### src/rtl/datapath_param_if.sv
`default_nettype none
// ============================================================================
//  Module      : datapath_param_if
//  Description : Control/data bundle between the instruction-decode FSM,
//                memory/PC logic and the parametrised datapath.
//                master : decode/memory side (drives strobes, immediates,
//                         mdata, PC; observes C and Z_out)
//                slave  : datapath side
//  Parameters  : W (data width), NREG (register count), PCW (PC width)
//  Revision    : 1.0 - initial release
// ============================================================================
interface datapath_param_if #(
   parameter int W    = 16,
   parameter int NREG = 8,
   parameter int PCW  = 8
);
   localparam int RW = $clog2(NREG);

   logic [RW-1:0]  readnum_a;
   logic [RW-1:0]  readnum_b;
   logic [RW-1:0]  writenum;
   logic           write;
   logic [1:0]     vsel;
   logic           loada;
   logic           loadb;
   logic           asel;
   logic           bsel;
   logic [1:0]     shift;
   logic [1:0]     ALUop;
   logic           loadc;
   logic           loads;
   logic [W-1:0]   sximm8;
   logic [W-1:0]   sximm5;
   logic [W-1:0]   mdata;
   logic [PCW-1:0] PC;
   logic [W-1:0]   C;
   logic [2:0]     Z_out;

   modport master (
      output readnum_a, readnum_b, writenum, write, vsel,
      output loada, loadb, asel, bsel, shift, ALUop, loadc, loads,
      output sximm8, sximm5, mdata, PC,
      input  C, Z_out
   );

   modport slave (
      input  readnum_a, readnum_b, writenum, write, vsel,
      input  loada, loadb, asel, bsel, shift, ALUop, loadc, loads,
      input  sximm8, sximm5, mdata, PC,
      output C, Z_out
   );
endinterface
`default_nettype wire

### src/rtl/datapath_param.sv
`default_nettype none
// ============================================================================
//  Module      : datapath_param
//  Description : Parametrised datapath: NREG x W register file with two
//                combinational read ports, A/B operand registers, B-side
//                shifter (none/LSL1/LSR1/ASR1), 4-op ALU, result register C
//                and 3-bit status register Z_out {zero, negative, overflow}.
//  Ports       : clk    - rising-edge clock
//                reset  - asynchronous active-high, clears all state
//                bus    - datapath_param_if.slave (strobes, selects,
//                         immediates, mdata, PC in; C, Z_out out)
//  Options     : DATAPATH_BYPASS_EN - when defined, a read port whose index
//                matches writenum during a write returns data_in in the
//                same cycle (write-through forwarding).
//  Revision    : 1.0 - initial release
// ============================================================================
module datapath_param #(
   parameter int W    = 16,
   parameter int NREG = 8,
   parameter int PCW  = 8
) (
   input  logic            clk,
   input  logic            reset,
   datapath_param_if.slave bus
);

   // ------------------------------------------------------------------------
   // Storage and internal nets
   // ------------------------------------------------------------------------
   logic [W-1:0] regs [NREG];
   logic [W-1:0] data_in;
   logic [W-1:0] pc_ext;
   logic [W-1:0] read_a;
   logic [W-1:0] read_b;
   logic [W-1:0] reg_a;
   logic [W-1:0] reg_b;
   logic [W-1:0] reg_c;
   logic [2:0]   reg_z;
   logic [W-1:0] b_shifted;
   logic [W-1:0] ain;
   logic [W-1:0] bin;
   logic [W-1:0] alu_out;
   logic         alu_ovf;
   logic [2:0]   alu_flags;

   // ------------------------------------------------------------------------
   // Writeback source select
   // ------------------------------------------------------------------------
   // PC is narrower than the datapath; zero-extend without a replication
   // that would collapse to zero width when PCW == W.
   always_comb begin
      pc_ext            = '0;
      pc_ext[PCW-1:0]   = bus.PC;
   end

   // vsel=00 writes the registered C, not the live ALU output.
   always_comb begin
      data_in = reg_c;
      case (bus.vsel)
         2'b00:   data_in = reg_c;
         2'b01:   data_in = pc_ext;
         2'b10:   data_in = bus.sximm8;
         default: data_in = bus.mdata;
      endcase
   end

   // ------------------------------------------------------------------------
   // Register file
   // ------------------------------------------------------------------------
   always_ff @(posedge clk or posedge reset) begin
      if (reset) begin
         for (int i = 0; i < NREG; i++) begin
            regs[i] <= '0;
         end
      end else if (bus.write) begin
         regs[bus.writenum] <= data_in;
      end
   end

   // Two independent combinational read ports; equal indices are legal.
`ifdef DATAPATH_BYPASS_EN
   assign read_a = (bus.write && (bus.writenum == bus.readnum_a)) ? data_in
                                                                  : regs[bus.readnum_a];
   assign read_b = (bus.write && (bus.writenum == bus.readnum_b)) ? data_in
                                                                  : regs[bus.readnum_b];
`else
   // Without forwarding a same-cycle write is only visible next cycle.
   assign read_a = regs[bus.readnum_a];
   assign read_b = regs[bus.readnum_b];
`endif

   // ------------------------------------------------------------------------
   // Operand registers
   // ------------------------------------------------------------------------
   always_ff @(posedge clk or posedge reset) begin
      if (reset) begin
         reg_a <= '0;
         reg_b <= '0;
      end else begin
         if (bus.loada) begin
            reg_a <= read_a;
         end
         if (bus.loadb) begin
            reg_b <= read_b;
         end
      end
   end

   // ------------------------------------------------------------------------
   // Shifter (B only) and ALU operand muxes
   // ------------------------------------------------------------------------
   always_comb begin
      b_shifted = reg_b;
      case (bus.shift)
         2'b00:   b_shifted = reg_b;
         2'b01:   b_shifted = {reg_b[W-2:0], 1'b0};
         2'b10:   b_shifted = {1'b0, reg_b[W-1:1]};
         default: b_shifted = {reg_b[W-1], reg_b[W-1:1]};
      endcase
   end

   // An immediate on the B side bypasses the shifter entirely.
   assign ain = bus.asel ? '0         : reg_a;
   assign bin = bus.bsel ? bus.sximm5 : b_shifted;

   // ------------------------------------------------------------------------
   // ALU (modulo 2^W) with signed-overflow detection
   // ------------------------------------------------------------------------
   always_comb begin
      alu_out = '0;
      alu_ovf = 1'b0;
      case (bus.ALUop)
         2'b00: begin
            alu_out = ain + bin;
            // Like-signed operands producing an opposite-signed sum.
            alu_ovf = (ain[W-1] == bin[W-1]) && (alu_out[W-1] != ain[W-1]);
         end
         2'b01: begin
            alu_out = ain - bin;
            // Unlike-signed operands where the result leaves Ain's sign.
            alu_ovf = (ain[W-1] != bin[W-1]) && (alu_out[W-1] != ain[W-1]);
         end
         2'b10: begin
            alu_out = ain & bin;
         end
         default: begin
            alu_out = ~bin;
         end
      endcase
   end

   assign alu_flags = {(alu_out == '0), alu_out[W-1], alu_ovf};

   // ------------------------------------------------------------------------
   // Result and status registers (independent strobes)
   // ------------------------------------------------------------------------
   always_ff @(posedge clk or posedge reset) begin
      if (reset) begin
         reg_c <= '0;
         reg_z <= '0;
      end else begin
         if (bus.loadc) begin
            reg_c <= alu_out;
         end
         if (bus.loads) begin
            reg_z <= alu_flags;
         end
      end
   end

   assign bus.C     = reg_c;
   assign bus.Z_out = reg_z;

endmodule
`default_nettype wire

### src/flat_wrapper.sv
// flat-port wrapper written by rule: the top's interface ports become plain ports
module datapath_param_flat 
#(
   parameter int W    = 16,
   parameter int NREG = 8,
   parameter int PCW  = 8
)
  (clk, reset, bus_readnum_a, bus_readnum_b, bus_writenum, bus_write, bus_vsel, bus_loada, bus_loadb, bus_asel, bus_bsel, bus_shift, bus_ALUop, bus_loadc, bus_loads, bus_sximm8, bus_sximm5, bus_mdata, bus_PC, bus_C, bus_Z_out);
  datapath_param_if #(.W(W), .NREG(NREG), .PCW(PCW)) bus_i ();
  input  logic clk;
  input  logic reset;
  input wire logic [$bits(bus_i.readnum_a)-1:0] bus_readnum_a;
  input wire logic [$bits(bus_i.readnum_b)-1:0] bus_readnum_b;
  input wire logic [$bits(bus_i.writenum)-1:0] bus_writenum;
  input wire logic [$bits(bus_i.write)-1:0] bus_write;
  input wire logic [$bits(bus_i.vsel)-1:0] bus_vsel;
  input wire logic [$bits(bus_i.loada)-1:0] bus_loada;
  input wire logic [$bits(bus_i.loadb)-1:0] bus_loadb;
  input wire logic [$bits(bus_i.asel)-1:0] bus_asel;
  input wire logic [$bits(bus_i.bsel)-1:0] bus_bsel;
  input wire logic [$bits(bus_i.shift)-1:0] bus_shift;
  input wire logic [$bits(bus_i.ALUop)-1:0] bus_ALUop;
  input wire logic [$bits(bus_i.loadc)-1:0] bus_loadc;
  input wire logic [$bits(bus_i.loads)-1:0] bus_loads;
  input wire logic [$bits(bus_i.sximm8)-1:0] bus_sximm8;
  input wire logic [$bits(bus_i.sximm5)-1:0] bus_sximm5;
  input wire logic [$bits(bus_i.mdata)-1:0] bus_mdata;
  input wire logic [$bits(bus_i.PC)-1:0] bus_PC;
  output wire logic [$bits(bus_i.C)-1:0] bus_C;
  output wire logic [$bits(bus_i.Z_out)-1:0] bus_Z_out;
  assign bus_i.readnum_a = bus_readnum_a;
  assign bus_i.readnum_b = bus_readnum_b;
  assign bus_i.writenum = bus_writenum;
  assign bus_i.write = bus_write;
  assign bus_i.vsel = bus_vsel;
  assign bus_i.loada = bus_loada;
  assign bus_i.loadb = bus_loadb;
  assign bus_i.asel = bus_asel;
  assign bus_i.bsel = bus_bsel;
  assign bus_i.shift = bus_shift;
  assign bus_i.ALUop = bus_ALUop;
  assign bus_i.loadc = bus_loadc;
  assign bus_i.loads = bus_loads;
  assign bus_i.sximm8 = bus_sximm8;
  assign bus_i.sximm5 = bus_sximm5;
  assign bus_i.mdata = bus_mdata;
  assign bus_i.PC = bus_PC;
  assign bus_C = bus_i.C;
  assign bus_Z_out = bus_i.Z_out;
  datapath_param #(.W(W), .NREG(NREG), .PCW(PCW)) u_core (.clk(clk), .reset(reset), .bus(bus_i));
endmodule
### config.mk
export PLATFORM = sky130hd
export DESIGN_NAME = datapath_param_flat
export DESIGN_NICKNAME = d
export VERILOG_FILES = /design/src/rtl/datapath_param_if.sv /design/src/rtl/datapath_param.sv /design/src/flat_wrapper.sv
export SDC_FILE = /design/constraint.sdc
export NUM_CORES = 1
export LEC_CHECK = 0
export BUFFER_PORTS_ARGS = -buffer_cell sky130_fd_sc_hd__buf_2
export CAP_MARGIN = 0
export CORE_MARGIN = 2
export CORE_UTILIZATION = 60
export CTS_CLUSTER_SIZE = 14
export DETAILED_ROUTE_END_ITERATION = 12
export PLACE_DENSITY = 0.8
export SETUP_SLACK_MARGIN = 0.02
export SLEW_MARGIN = 20
export SYNTH_ARGS = -nofsm -noshare
export SYNTH_HDL_FRONTEND = slang
export SYNTH_SLANG_ARGS = --single-unit
### constraint.sdc
create_clock -name clk -period 6.6 [get_ports clk]
set_clock_uncertainty 0.15 [all_clocks]
set_input_delay 0.33 -clock clk [delete_from_list [all_inputs] [get_ports clk]]
set_output_delay 0.33 -clock clk [all_outputs]
set_load 0.01 [all_outputs]
* Word level (Yosys, flattened, before mapping)
Cells that the tools add are included.
Word-level totals: register bits after elaboration 179, latch bits 0, RAM bits 0, bits in read-only memories 0, word-level logic and storage cells 55, memories 0
Operators by class: add/sub/neg operators 2, multipliers 0, div/mod/pow operators 0, $lt $le $gt $ge 4, equal/unequal tests 10, shifts and indexed selects 0, multiplexer cells 15, bitwise operators 5, reduce and logical (&&, ||, !) cells 7
Operators with widths (number):
- one-hot mux 16 bit (3 select lines) | 3
- bitwise mux 128 bit | 1
- 2-to-1 mux 16 bit | 7
- binary-select mux 16 bit (select 3 bit) | 2
- demux 16 bit (select 3 bit) | 1
- adder 16 bit | 1
- bitwise AND 16 bit | 1
- logical NOT 16 bit | 1
- inverter 16 bit | 1
- subtractor 16 bit | 1
- greater-or-equal comparator 4 bit, second input constant | 3
- inverter 3 -> 4 bit | 3
- equality test 2 x 1 -> 1 bit, second input constant | 3
- equality test 2 bit, second input constant | 3
- logical NOT 2 bit | 3
- less-than comparator 4 x 1 -> 1 bit, second input constant | 1
- logical AND 1 bit | 3
- inequality test 1 bit | 3
- one-hot mux 1 bit (2 select lines) | 1
- equality test 1 bit | 1

* Logic depth before layout (Yosys ltp)
depth after elaboration 7, depth in mapped cells 18

* Least setup slack after synthesis
No wires, ideal clock.
path type input to register, start point input port bus_shift[1], end point register u_core.reg_z[2], in the netlist u_core.bus.Z_out[2], setup time 0.076 ns, arrival time 4.453 ns, data required time 6.374 ns, slack 1.921 ns, stages on the path 14, path buffers 1, cell sequence buf_2 -> or3b_2 -> a21oi_1 -> ha_1 -> inv_1 -> fa_1 -> xnor2_1 -> mux4_2 -> or4_1 -> a2111o_1 -> or4_1 -> a2111o_1 -> or4_1 -> o21ai_1
On the way: cells in the longest elaborated chain, start to end 6, elaborated cells on any way between the ends 11, classes of those cells 2 x add/sub; 2 x eq/ne; 3 x mux; 2 x bitwise; 2 x reduce/logical
Ends and longest elaborated chain:
- start, declared | line flat_wrapper.sv:21 | input wire logic [$bits(bus_i.shift)-1:0] bus_shift;
- equality test 2 bit (tied with other cells) | line datapath_param.sv:114 | case (bus.shift)
- one-hot mux 16 bit (3 select lines) * | line datapath_param.sv:114
- 2-to-1 mux 16 bit * | line datapath_param.sv:124 | assign bin = bus.bsel ? bus.sximm5 : b_shifted;
- subtractor 16 bit (tied with other cells) | line datapath_param.sv:139 | alu_out = ain - bin;
- one-hot mux 16 bit (3 select lines) * | line datapath_param.sv:132 | case (bus.ALUop)
- logical NOT 16 bit * | line datapath_param.sv:152 | assign alu_flags = {(alu_out == '0), alu_out[W-1], alu_ovf};
- end signal, assigned | line datapath_param.sv:166 | reg_z <= alu_flags;
- end, declared | line datapath_param.sv:38 | logic [2:0] reg_z;
Every way passes the cells marked *; elsewhere a longest branch is shown, timed or not. A chain may end at the register's enable or synchronous reset.

* Final worst setup path
start point register u_core.reg_b[0], end point register u_core.reg_z[2], in the netlist u_core.bus.Z_out[2]
On the way: cells in the longest elaborated chain, start to end 5, elaborated cells on any way between the ends 8, classes of those cells 2 x add/sub; 3 x mux; 2 x bitwise; 1 x reduce/logical
Ends and longest elaborated chain:
- start, declared | line datapath_param.sv:36 | logic [W-1:0] reg_b;
- start signal, assigned | line datapath_param.sv:104 | reg_b <= read_b;
- one-hot mux 16 bit (3 select lines) * | line datapath_param.sv:114
- 2-to-1 mux 16 bit * | line datapath_param.sv:124
- subtractor 16 bit (tied with other cells) | line datapath_param.sv:139
- one-hot mux 16 bit (3 select lines) * | line datapath_param.sv:132
- logical NOT 16 bit * | line datapath_param.sv:152
Marks and branches as above.

==> impl_metrics.env <==
export IMPL_fill_cells=1390
export IMPL_synth_most_common_cell="dfrtp_1"
export IMPL_final_core_util=0.676
export IMPL_hold_slack_ns=-0.0485
export IMPL_core_area_mm2=0.0186
export IMPL_syn_inst=1068
export IMPL_crit_path_frequent_cell="or4_1"
export IMPL_initial_core_util=0.611
export IMPL_grtUsageTotal=0.307
export IMPL_overflow=0
export IMPL_crit_arrival_ns=5.13
export IMPL_timing_final_hold_violations=16
export IMPL_placed_area_mm2=0.0120
export IMPL_critPathSlowestCell="mux4_2"
export IMPL_clock_sinks=179
export IMPL_synth_commonest_cells="179 x dfrtp_1, 102 x nor2_1, 95 x a21oi_1"
export IMPL_post_route_period_util=0.744
export IMPL_status="finished, violations left"
export IMPL_tightest_slew_ns=0.973
export IMPL_fp_row_count=50
export IMPL_vdd_drop_max_mv=0.207
export IMPL_first_pass_iters=5
export IMPL_worst_setup_path_start_kind="flip-flop"
export IMPL_maxSlewViolCount=0
export IMPL_path_buf_inv=1
export IMPL_yosys_warnings=0
export IMPL_hold_path_class="primary input to asynchronous set/reset pin"
export IMPL_synth_edf_count=0
export IMPL_insertedDiodeCount=0
export IMPL_synth_top_area_cell="dfrtp_1"
export IMPL_dp_hpwl_um=20300
export IMPL_wl_per_cell_um=21.9
export IMPL_synth_area_mm2=0.0114
export IMPL_crit_path_cell_trace="or3b_2 > a21oi_1 > ha_1 > inv_1 > fa_1 > xnor2_1 > mux4_2 > or4_1 > a2111o_1 > or4_1 > a2111o_1 > or4_1 > o21ai_1"
export IMPL_end_kind="flip-flop"
export IMPL_drv_cap=0
export IMPL_power_leakage_nw=5.48
export IMPL_timing_rr_end="u_core.bus.Z_out[2]"
export IMPL_drc_errors=0
export IMPL_reg2reg_slack_ns=1.69
export IMPL_crit_required_ns=6.81
export IMPL_synth_seq_cells=179
export IMPL_reg2reg_depth=13
export IMPL_grt_max_degree=110
export IMPL_syn_mean_instance_area_um2=10.7
export IMPL_async_flop_share=1.00
export IMPL_wl_um=29900
export IMPL_setup_viol=0
export IMPL_ys_top_cells_by_area="dfrtp_1 39%, mux4_2 14%, mux2_2 8.6%"
export IMPL_synth_top_area_frac=0.393
export IMPL_grt_pass1_wl_um=47500
export IMPL_synth_nets=1185
export IMPL_clock_path_buffers=2
export IMPL_routabilityCongestion=0.949
export IMPL_seq_area_frac_synth=0.393
export IMPL_fmax_mhz=204
export IMPL_viasPerCell=6.63
export IMPL_cp_max_fo=3
export IMPL_io_buffers=98
export IMPL_syn_to_final_growth_pct=10.6
export IMPL_cpLargestDelayFamily="simple AND/OR/NAND/NOR gates"
export IMPL_die_h_um=142
export IMPL_relSlewSlack=0.351
export IMPL_clkTransAtPathRegs_ns=0.07
export IMPL_synth_flop_cell="dfrtp_1"
export IMPL_layoutNonFillerInstCount=1365
export IMPL_fin_area_mm2=0.0126
export IMPL_clockRootBuffer="clkbuf_16"
export IMPL_grt_antenna_before_repair=0
export IMPL_clk_latency_ns=0.43
export IMPL_place_inst=1332
export IMPL_r2r_start="u_core.reg_b[0]"
export IMPL_power_density_mw_per_mm2=314
export IMPL_period_needed_ns=4.91
export IMPL_netlist_cell_type_count=60
export IMPL_h_tree_depth=4
export IMPL_drt_iter0_drc=802
export IMPL_num_nets_final=1235
export IMPL_vias=9052
export IMPL_tns_ns=0
export IMPL_num_io_pins=99
export IMPL_violations="negative hold slack"
export IMPL_post_cts_buffers=0
export IMPL_die_area_mm2=0.0201
export IMPL_drive_gt1_frac=0.275
export IMPL_critPathKind="flip-flop to flip-flop"
export IMPL_drtAntennaViolNets=0
export IMPL_rsz0062_at_grt="false"
export IMPL_cts_buffers=17
export IMPL_cpPeakStageDelay_ns=0.49
export IMPL_die_w_um=142
export IMPL_cts_tree="done"
export IMPL_first_global_vias=8844
## sequential cells by signal, summed over array words and instances (netlist names)
name and count:
u_core.bus.Z_out 3, u_core.bus.C 16, u_core.reg_a 16, u_core.reg_b 16
u_core.regs 128
## power by group
group | internal (mW) | switching [mW] | total (mW)
clock | 0.576 | 0.476 | 1.05
combinational | 0.633 | 0.651 | 1.28
sequential | 1.38 | 0.239 | 1.62
## stage by stage
step	setup WS, ns	hold slack, ns	total power [mW]
3_3_place_gp	1.47	0.324	2.81
3_5_place_dp	1.34	0.339	2.87
4_1_cts	1.71	0.0121	3.93
5_1_grt	1.52	0.0573	4.16
2_1_floorplan	1.26	0.261	2.51
6_report	1.69	-0.0485	3.95
## cells by family (layout without fill, tap and decap cells)
family	after synthesis	after routing	synth area share
compound gates	246	246	0.132
xor+xnor	12	12	0.00923
fa+ha+maj	37	37	0.0420
buf+inv	117	180	0.0390
flops	179	179	0.393
mux	212	212	0.276
simple gates	265	265	0.109
## cell type report
type	instances	area, um2	share of cell area
clock buffers	17	425	0.0338
clock inverters	15	189	0.0150
inverters	40	155	0.0123
multi-input cells	772	6490	0.515
flip-flops and latches	179	4480	0.355
well taps	234	293	0.0232
repair buffers	108	573	0.0455
## cells in the final DEF, fill, tap and decap left out, types with 11 or more instances in the layout
| cell | count |
|---|---|
| dfrtp_1 | 179 |
| nor2_1 | 102 |
| buf_2 | 96 |
| a21oi_1 | 95 |
| mux2_2 | 87 |
| mux4_2 | 73 |
| nand2_1 | 67 |
| o21ai_0 | 62 |
| mux2i_1 | 52 |
| inv_1 | 39 |
| ha_1 | 35 |
| nor2b_1 | 31 |
| clkbuf_16 | 17 |
| a211oi_1 | 14 |
| nor3_1 | 12 |
| buf_4 | 11 |
## metal layers
| layer | part of all wire | wire, um | GRT usage | vias up |
|---|---|---|---|---|
| met3 | 0.077 | 2300 | 0.0483 | 73 |
| met2 | 0.50 | 14900 | 0.506 | 451 |
| li1 | - | - | - | 4054 |
| met4 | 0.032 | 952 | 0.124 | 0 |
| met5 | 0 | 0 | 0 | - |
| met1 | 0.39 | 11800 | 0.412 | 4474 |
## worst register-to-register path, cell delays in order (launching register included)
cell and delay [ns]:
dfrtp_1 0.37, or3b_2 0.44, a21oi_1 0.26, ha_1 0.23
inv_1 0.06, fa_1 0.45, xnor2_1 0.17, mux4_2 0.49
or4_1 0.48, a2111o_1 0.36, or4_1 0.43, a2111o_1 0.39
or4_1 0.47, o21ai_1 0.08
## worst max path at each step
| stage | end | depth (start not counted) | slack [ns] | from |
|---|---|---|---|---|
| after CTS | u_core.bus.Z_out[2] | 13 | 1.71 | u_core.reg_b[0] |
| final | u_core.bus.Z_out[2] | 13 | 1.69 | u_core.reg_b[0] |
| after global placement | u_core.bus.Z_out[2] | 13 | 1.47 | bus_bsel |
| after detailed placement | u_core.bus.Z_out[2] | 13 | 1.34 | bus_bsel |
| after global routing | u_core.bus.Z_out[2] | 12 | 1.52 | u_core.reg_b[1] |
| after floorplan | u_core.bus.C[0] | 1 | 1.26 | reset |
## repair_timing
item / in CTS / in global routing
endpoints found under the hold margin: 1 / 0
gates resized for setup: 0 / 0
endpoints found under the setup margin: 0 / 0
hold buffers: 1 / 0
Note: power is estimated with default switching activity, not from simulation.
